File: src/rtl/tone_sched_pkg.sv
// Shared constants, FSM state type and source-priority helper for the tone scheduler.
package tone_sched_pkg;

    localparam logic [1:0] SRC_MATCH  = 2'd0;
    localparam logic [1:0] SRC_SPREAD = 2'd1;
    localparam logic [1:0] SRC_HALT   = 2'd2;
    localparam logic [1:0] SRC_NONE   = 2'd3;

    localparam int DEF_HP_MATCH    = 25000;
    localparam int DEF_HP_SPREAD   = 37500;
    localparam int DEF_HP_HALT     = 12500;
    localparam int DEF_TONE_CYCLES = 10000000;
    localparam int DEF_GAP_CYCLES  = 2500000;

    typedef enum logic [1:0] {
        ST_IDLE  = 2'd0,
        ST_START = 2'd1,
        ST_PLAY  = 2'd2,
        ST_GAP   = 2'd3
    } state_t;

    // Fixed priority halt > spread > match over the nonzero-counter mask.
    function automatic logic [1:0] pick_src(input logic [2:0] nz);
        if (nz[2]) begin
            pick_src = SRC_HALT;
        end else if (nz[1]) begin
            pick_src = SRC_SPREAD;
        end else if (nz[0]) begin
            pick_src = SRC_MATCH;
        end else begin
            pick_src = SRC_NONE;
        end
    endfunction

endpackage

File: src/rtl/pend_counter.sv
// Two-bit saturating pending-request counter; simultaneous inc and dec cancel out.
module pend_counter
    import tone_sched_pkg::*;
(
    input  logic       clk,
    input  logic       reset,
    input  logic       inc,
    input  logic       dec,
    output logic [1:0] count,
    output logic       sat
);

    logic [1:0] count_r;

    // Counter update: saturate at 3, floor at 0.
    always_ff @(posedge clk) begin
        if (!reset) begin
            count_r <= 2'd0;
        end else begin
            case ({inc, dec})
                2'b10: begin
                    if (count_r != 2'd3) begin
                        count_r <= count_r + 2'd1;
                    end else begin
                        count_r <= count_r;
                    end
                end
                2'b01: begin
                    if (count_r != 2'd0) begin
                        count_r <= count_r - 2'd1;
                    end else begin
                        count_r <= count_r;
                    end
                end
                default: count_r <= count_r;
            endcase
        end
    end

    assign count = count_r;
    assign sat   = (count_r == 2'd3);

endmodule

File: src/rtl/tone_scheduler.sv
// Queues match/spread/halt events and plays one prioritised tone at a time.
// Optional macro TONE_SCHED_PREEMPT_EN lets a pending halt interrupt a non-halt tone.
module tone_scheduler
    import tone_sched_pkg::*;
#(
    parameter int HP_MATCH    = DEF_HP_MATCH,
    parameter int HP_SPREAD   = DEF_HP_SPREAD,
    parameter int HP_HALT     = DEF_HP_HALT,
    parameter int TONE_CYCLES = DEF_TONE_CYCLES,
    parameter int GAP_CYCLES  = DEF_GAP_CYCLES
) (
    input  logic        clk,
    input  logic        reset,
    input  logic [2:0]  req,
    input  logic        mute,
    output logic        tone_start,
    output logic [15:0] tone_half_period,
    output logic [1:0]  grant_id,
    output logic        busy,
    output logic        overflow
);

    localparam logic [23:0] TONE_LAST = 24'(TONE_CYCLES - 1);
    localparam logic [23:0] GAP_LAST  = 24'(GAP_CYCLES - 1);
    localparam bit          GAP_SKIP  = (GAP_CYCLES == 0);

    state_t      state_r;
    logic [23:0] timer_r;
    logic [1:0]  count_s [3];
    logic [2:0]  sat_s;
    logic [2:0]  dec_s;
    logic [2:0]  nz_s;
    logic [2:0]  drop_s;
    logic [1:0]  pick_s;
    logic [15:0] pick_hp_s;
    logic        launch_ok_s;
    logic        preempt_s;
    logic        launch_s;

    for (genvar i = 0; i < 3; i++) begin : g_pend
        pend_counter u_pend (
            .clk   (clk),
            .reset (reset),
            .inc   (req[i]),
            .dec   (dec_s[i]),
            .count (count_s[i]),
            .sat   (sat_s[i])
        );
        assign nz_s[i]  = (count_s[i] != 2'd0);
        assign dec_s[i] = (state_r == ST_START) && (grant_id == 2'(i));
    end

    assign drop_s      = req & sat_s & ~dec_s;
    assign pick_s      = pick_src(nz_s);
    assign launch_ok_s = (|nz_s) && !mute;

`ifdef TONE_SCHED_PREEMPT_EN
    assign preempt_s = nz_s[2] && !mute && (grant_id != SRC_HALT) &&
                       ((state_r == ST_PLAY) || (state_r == ST_GAP));
`else
    assign preempt_s = 1'b0;
`endif

    // Half-period lookup for the source about to be granted.
    always_comb begin
        pick_hp_s = 16'd0;
        case (pick_s)
            SRC_MATCH:  pick_hp_s = 16'(HP_MATCH);
            SRC_SPREAD: pick_hp_s = 16'(HP_SPREAD);
            SRC_HALT:   pick_hp_s = 16'(HP_HALT);
            default:    pick_hp_s = 16'd0;
        endcase
    end

    // A new tone starts from IDLE, or back-to-back at the end of GAP (or PLAY when there is no gap).
    always_comb begin
        launch_s = 1'b0;
        case (state_r)
            ST_IDLE:  launch_s = launch_ok_s;
            ST_PLAY:  launch_s = preempt_s || ((timer_r == 24'd0) && GAP_SKIP && launch_ok_s);
            ST_GAP:   launch_s = preempt_s || ((timer_r == 24'd0) && launch_ok_s);
            default:  launch_s = 1'b0;
        endcase
    end

    // Scheduler FSM with registered outputs.
    always_ff @(posedge clk) begin
        if (!reset) begin
            state_r          <= ST_IDLE;
            timer_r          <= 24'd0;
            tone_start       <= 1'b0;
            tone_half_period <= 16'd0;
            grant_id         <= SRC_NONE;
            busy             <= 1'b0;
            overflow         <= 1'b0;
        end else begin
            if (|drop_s) begin
                overflow <= 1'b1;
            end
            if (launch_s) begin
                state_r          <= ST_START;
                tone_start       <= 1'b1;
                busy             <= 1'b1;
                grant_id         <= pick_s;
                tone_half_period <= pick_hp_s;
            end else begin
                tone_start <= 1'b0;
                case (state_r)
                    ST_IDLE: begin
                        busy <= 1'b0;
                    end
                    ST_START: begin
                        state_r <= ST_PLAY;
                        timer_r <= TONE_LAST;
                    end
                    ST_PLAY: begin
                        if (timer_r != 24'd0) begin
                            timer_r <= timer_r - 24'd1;
                        end else if (GAP_SKIP) begin
                            state_r <= ST_IDLE;
                            busy    <= 1'b0;
                        end else begin
                            state_r <= ST_GAP;
                            timer_r <= GAP_LAST;
                        end
                    end
                    ST_GAP: begin
                        if (timer_r != 24'd0) begin
                            timer_r <= timer_r - 24'd1;
                        end else begin
                            state_r <= ST_IDLE;
                            busy    <= 1'b0;
                        end
                    end
                    default: begin
                        state_r <= ST_IDLE;
                        busy    <= 1'b0;
                    end
                endcase
            end
        end
    end

endmodule

File: config.mk
export PLATFORM = sky130hd
export DESIGN_NAME = tone_scheduler
export DESIGN_NICKNAME = d
export VERILOG_FILES = /design/src/rtl/tone_sched_pkg.sv /design/src/rtl/pend_counter.sv /design/src/rtl/tone_scheduler.sv
export SDC_FILE = /design/constraint.sdc
export NUM_CORES = 1
export LEC_CHECK = 0
export CORE_ASPECT_RATIO = 0.8
export CORE_MARGIN = 8
export CORE_UTILIZATION = 47
export DETAILED_ROUTE_END_ITERATION = 8
export GPL_ROUTABILITY_DRIVEN = 0
export MAX_ROUTING_LAYER = met4
export PLACE_DENSITY = 0.68
export SYNTH_ARGS = -nofsm -noshare
export SYNTH_HDL_FRONTEND = slang
export SYNTH_SLANG_ARGS = --single-unit
export TNS_END_PERCENT = 100
File: constraint.sdc
create_clock -name clk -period 6.9 [get_ports clk]
set_clock_uncertainty 0.05 [all_clocks]
set_input_delay 1.725 -clock clk [delete_from_list [all_inputs] [get_ports clk]]
set_output_delay 1.725 -clock clk [all_outputs]
set_load 0.02 [all_outputs]
; ---- After elaboration in Yosys (flattened, before gate mapping)
; Cells that the tools add are included.
[op_classes]
n_addsub = 7
n_eq_ne = 30
muxes = 25
bitwise = 5
reduce_logical = 30
[ops]
columns = operator, n
row1 = $pmux 24 s3, 1
row2 = $mux 24, 2
row3 = $pmux 16 s3, 1
row4 = $logic_not 24->1, 1
row5 = $reduce_bool 24->1, 1
row6 = $sub 24x1->24 const B, 1
row7 = $mux 2, 11
row8 = $eq 2x2->1 const B, 10
row9 = $ne 2x2->1 const B, 9
row10 = $reduce_and 3->1, 6
row11 = $eq 2x1->1 const B, 6
row12 = $pmux 2 s2, 3
row13 = $reduce_bool 2->1, 6
row14 = $add 2x1->2 const B, 3
row15 = $and 3x3->3, 2
row16 = $logic_not 2->1, 3
row17 = $ne 2x1->1 const B, 3
row18 = $ne 3x3->1 const B, 2
row19 = $pmux 2 s3, 1
row20 = $reduce_bool 3->1, 2
row21 = $reduce_or 3->1, 2
row22 = $sub 2x1->2 const B, 3
row23 = $logic_and 1x1->1, 5
row24 = $mux 1, 4
row25 = 7 further kinds, 9
[word_totals]
reg_bits = 53
input_bits = 6
output_inout_bits = 21
wordCells = 108

; ---- Logic depth before layout (Yosys ltp)
[depth]
depth_word = 7
ltp_mapped = 9
mapped_depth_nobuf = 7

; ---- Modules after synthesis
; A second synthesis with hierarchy kept.
[hier_totals]
cells_unflattened = 321
hier_area_um2 = 2615.0
[modules_own_cells]
columns = mod, n_inst, cells_per_inst, area_each_um2, seq_area_each_um2
row1 = tone_scheduler, 1, 279, 2258.4, 720.7
row2 = pend_counter, 3, 14, 118.9, 40.0

; ---- Worst setup path after synthesis
; OpenSTA, ideal clock, no wires.
[synth_path]
path_type = input-to-reg
startpoint = in mute
endpoint = reg timer_r[10]
setup_ns = 0.115
arrival_time_ns = 3.190
required_ns = 6.735
slack_ns = 3.545
cell_stages = 6
n_path_buf = 2
cell_sequence = a2111oi_1 > or2_2 > buf_2 > buf_1 > a21oi_1 > and3_1
[synth_via]
elab_chain_len = 6
[synth_lines]
columns = item, line_no
row1 = start: declaration, tone_scheduler.sv:15  ; input logic mute,
row2 = $logic_not 1->1 (*), tone_scheduler.sv:55  ; assign launch_ok_s = (|nz_s) && !mute;
row3 = $logic_and 1x1->1 (*), tone_scheduler.sv:55
row4 = $logic_and 1x1->1, tone_scheduler.sv:81  ; ST_GAP: launch_s = preempt_s || ((timer_r == 24'd0) && launch_ok_s);
row5 = $pmux 1 s2 (*), tone_scheduler.sv:78  ; case (state_r)
row6 = $not 1->1 (no source line) (*), -
row7 = $reduce_and 3->1 (no source line) (*), -
row8 = end signal: assignment, tone_scheduler.sv:118  ; timer_r <= timer_r - 24'd1;
row9 = end signal: assignment, tone_scheduler.sv:129  ; timer_r <= timer_r - 24'd1;
row10 = end: declaration, tone_scheduler.sv:28  ; logic [23:0] timer_r;
; Mark *: on every way between the ends. The rest lies on a longest branch, timed or not.
; A chain may end at the register's enable or synchronous reset.

; ---- Final worst setup path
[layout_path]
startpoint = in mute
endpoint = reg timer_r[11]
; The elaborated chain is that of the path after synthesis.

==> results.json <==
{
  "ys_warn_count": 0,
  "critPathArrivalTime_ns": 3.95,
  "hold_violations": 0,
  "drive_gt1_share_pct": 7.78,
  "core_area_mm2": 0.00544,
  "grt_pass1_vias": 2395,
  "hpwl_um": 5330,
  "p_int_w": 0.000680,
  "power.share.switching_pct": 51.1,
  "netlist.top_cell.by_area": "dfxtp_1",
  "cts.sinks": 42,
  "dr.pass1.iters": 5,
  "preCtsSetupSlack_ns": 2.82,
  "setup_slack_ns": 3.14,
  "synth_edf_count": 0,
  "placement_rows": 24,
  "synthCells": 338,
  "routed_wirelength_um": 7400,
  "setup_viol": 0,
  "clockPowerShare_pct": 12.2,
  "synthFlopType": "dfxtp_1",
  "die_height_um": 83.2,
  "antennaDiodeCount": 0,
  "grt_overflow": 0,
  "cts_tree": "yes",
  "rrSetupSlack_ns": 3.85,
  "critPathKind": "in2reg",
  "worst_slew_pin_slew_ns": 1.07,
  "start_util_pct": 48.8,
  "status": "finished, final reports clean",
  "cts_root_buf": "clkbuf_8",
  "cp-end-kind": "flop",
  "synth-async-reset-ratio_pct": 0,
  "start_kind": "input port",
  "p_leak_nw": 1.06,
  "num-nets-final": 362,
  "multi_input_area_mm2": 0.00162,
  "grt_max_degree": 27,
  "maxCapViolations": 0,
  "cts_buffer_depth": 2,
  "io_pins": 27,
  "cp.required_ns": 7.09,
  "grtUsageTotal_pct": 18.4,
  "cts_made_buffers": 5,
  "p_seq_share_pct": 27.5,
  "netlist_area_mm2": 0.00265,
  "area.growth.synth_to_final_pct": 11.5,
  "io_buffer_count": 22,
  "period_needed_ns": 3.76,
  "dieArea_mm2": 0.00832,
  "via_count": 2649,
  "synth_most_common_cell": "dfxtp_1",
  "viasPerCell": 6.23,
  "synthTopCellsByCount": "dfxtp_1 (42), a21oi_1 (27), nor2_1 (25)",
  "synth_area_leaders": "dfxtp_1 (32%), a21oi_1 (5.1%), ha_1 (4.7%)",
  "path_cells": "clkdlybuf4s50_1 -> a2111oi_1 -> nor3_1 -> or4b_2 -> nand3_1",
  "clkTransAtPathRegs_ns": 0.08,
  "syn_avg_cell_area_um2": 7.84,
  "drt_iter0_markers": 238,
  "slew_violations": 0,
  "rsz0062_at_grt": "no",
  "ctsResizeCount": 0,
  "yosys.area.top_type_share_pct": 31.7,
  "fp.dieW_um": 100,
  "tns_ns": 0,
  "synth_seq_cells": 42,
  "ctsHoldBuffers": 0,
  "min_path_type": "reg2reg",
  "period_share_pct": 54.5,
  "fill_cells": 520,
  "antenna_found_initial": 0,
  "seq_area_frac_synth_pct": 31.7,
  "layout.core_utilization_pct": 54.4,
  "detail_route.wl_per_cell_um": 17.4,
  "grt_first_pass_wirelength_um": 12200,
  "slowest_delay_ns": 0.91,
  "post_cts_buffers": 0,
  "ys_types": 57,
  "fmaxAchievable_ghz": 0.266,
  "clk_latency_ns": 0.30,
  "antenna_left": 0,
  "htreeDepth": 2,
  "switchingPower_w": 0.000709,
  "pwr-share-comb_pct": 60.3,
  "cpMaxStageDelayCell": "nor3_1",
  "powerDensity_mw_per_mm2": 470,
  "drc": 0,
  "design_power_total_w": 0.00139,
  "cp_max_fo": 7,
  "seqCellArea_um2": 841,
  "ir_drop_v": 0.000213,
  "slew_headroom_pct": 28.4
}
## critical path: cells and delay by family
kind	cells	cell delay, ns
AOI/OAI and AO/OA	1	0.09
buffers and inverters	1	0.49
and+or+nand+nor	3	1.64
## state kept, by name, summed over array words and instances (netlist names)
signal,count
grant_id,2
busy,1
state_r,2
tone_start,1
g_pend.u_pend.count,6
overflow,1
timer_r,24
tone_half_period,5
## area by class of cell
class / count / share of cell area (%)
clock inverters: 1 / 0.169
multi-input cells: 256 / 54.7
clock buffers: 7 / 2.92
inverters: 14 / 1.78
well taps: 78 / 3.30
repair buffers: 27 / 8.72
flip-flops and latches: 42 / 28.4
## layer usage
layer | wire [um] | part of all wire (%) | track usage [%] | vias to the layer above
li1 | - | - | - | 1293
met1 | 3630 | 49 | 25.7 | 1231
met2 | 3030 | 41 | 25.2 | 115
met3 | 648 | 8.8 | 5.67 | 10
met4 | 87 | 1.2 | 3.42 | 0
met5 | 0 | 0 | - | -
## placed cells by master (no fill, tap or decap), types with 3 or more instances in the layout
| master | n |
|---|---|
| nand2b_1 | 3 |
| o41ai_1 | 3 |
| nand3b_1 | 5 |
| o21ai_0 | 15 |
| a211oi_1 | 12 |
| clkbuf_8 | 6 |
| nor2b_1 | 4 |
| nor3_1 | 16 |
| or2_2 | 3 |
| dfxtp_1 | 42 |
| o31ai_1 | 3 |
| nand4b_1 | 3 |
| clkdlybuf4s50_1 | 22 |
| a21oi_1 | 27 |
| nand2_1 | 23 |
| a31o_2 | 3 |
| o32ai_1 | 3 |
| nand3_1 | 14 |
| nand4_1 | 7 |
| nor2_1 | 25 |
| buf_4 | 5 |
| o221a_2 | 4 |
| o211ai_1 | 4 |
| or3_1 | 6 |
| inv_1 | 13 |
| nor4_1 | 10 |
| conb_1 | 4 |
| a31oi_1 | 12 |
| ha_1 | 10 |
## power by group through the flow
stage / clock network (W) / logic [W] / registers (W)
2_1_floorplan: 0 / 0.000590 / 0.000375
3_3_place_gp: 0 / 0.000814 / 0.000382
3_5_place_dp: 0 / 0.000816 / 0.000385
4_1_cts: 0.000172 / 0.000819 / 0.000380
5_1_grt: 0.000188 / 0.000915 / 0.000393
6_report: 0.000169 / 0.000838 / 0.000382
## cell families (layout without fill, tap and decap cells)
family,after synthesis,in the layout,synth area share [%]
compound gates,111,111,29.2
flops,42,42,31.7
buf+inv,43,49,7.97
fa+ha+maj,10,10,4.72
simple gates,131,131,26.3
other cells,1,4,0.141
## path summary, 6_finish.rpt
check / endpoint / start / depth (start not counted)
max: timer_r[11] / mute / 5
min reg2reg: tone_half_period[14] / tone_half_period[14] / 2
max reg2reg: timer_r[11] / state_r[1] / 5
min: tone_half_period[14] / tone_half_period[14] / 2
## per-stage QoR
step | cell area [um^2] | hold WS [ns] | cells
CTS | 2960 | 0.444 | 425
detailed placement | 2870 | 0.432 | 417
floorplan | 2660 | 0.411 | 341
finish | 2960 | 0.440 | 425
global placement | 2870 | 0.427 | 417
global route | 2960 | 0.469 | 425
Note: power is estimated with default switching activity, not from simulation.
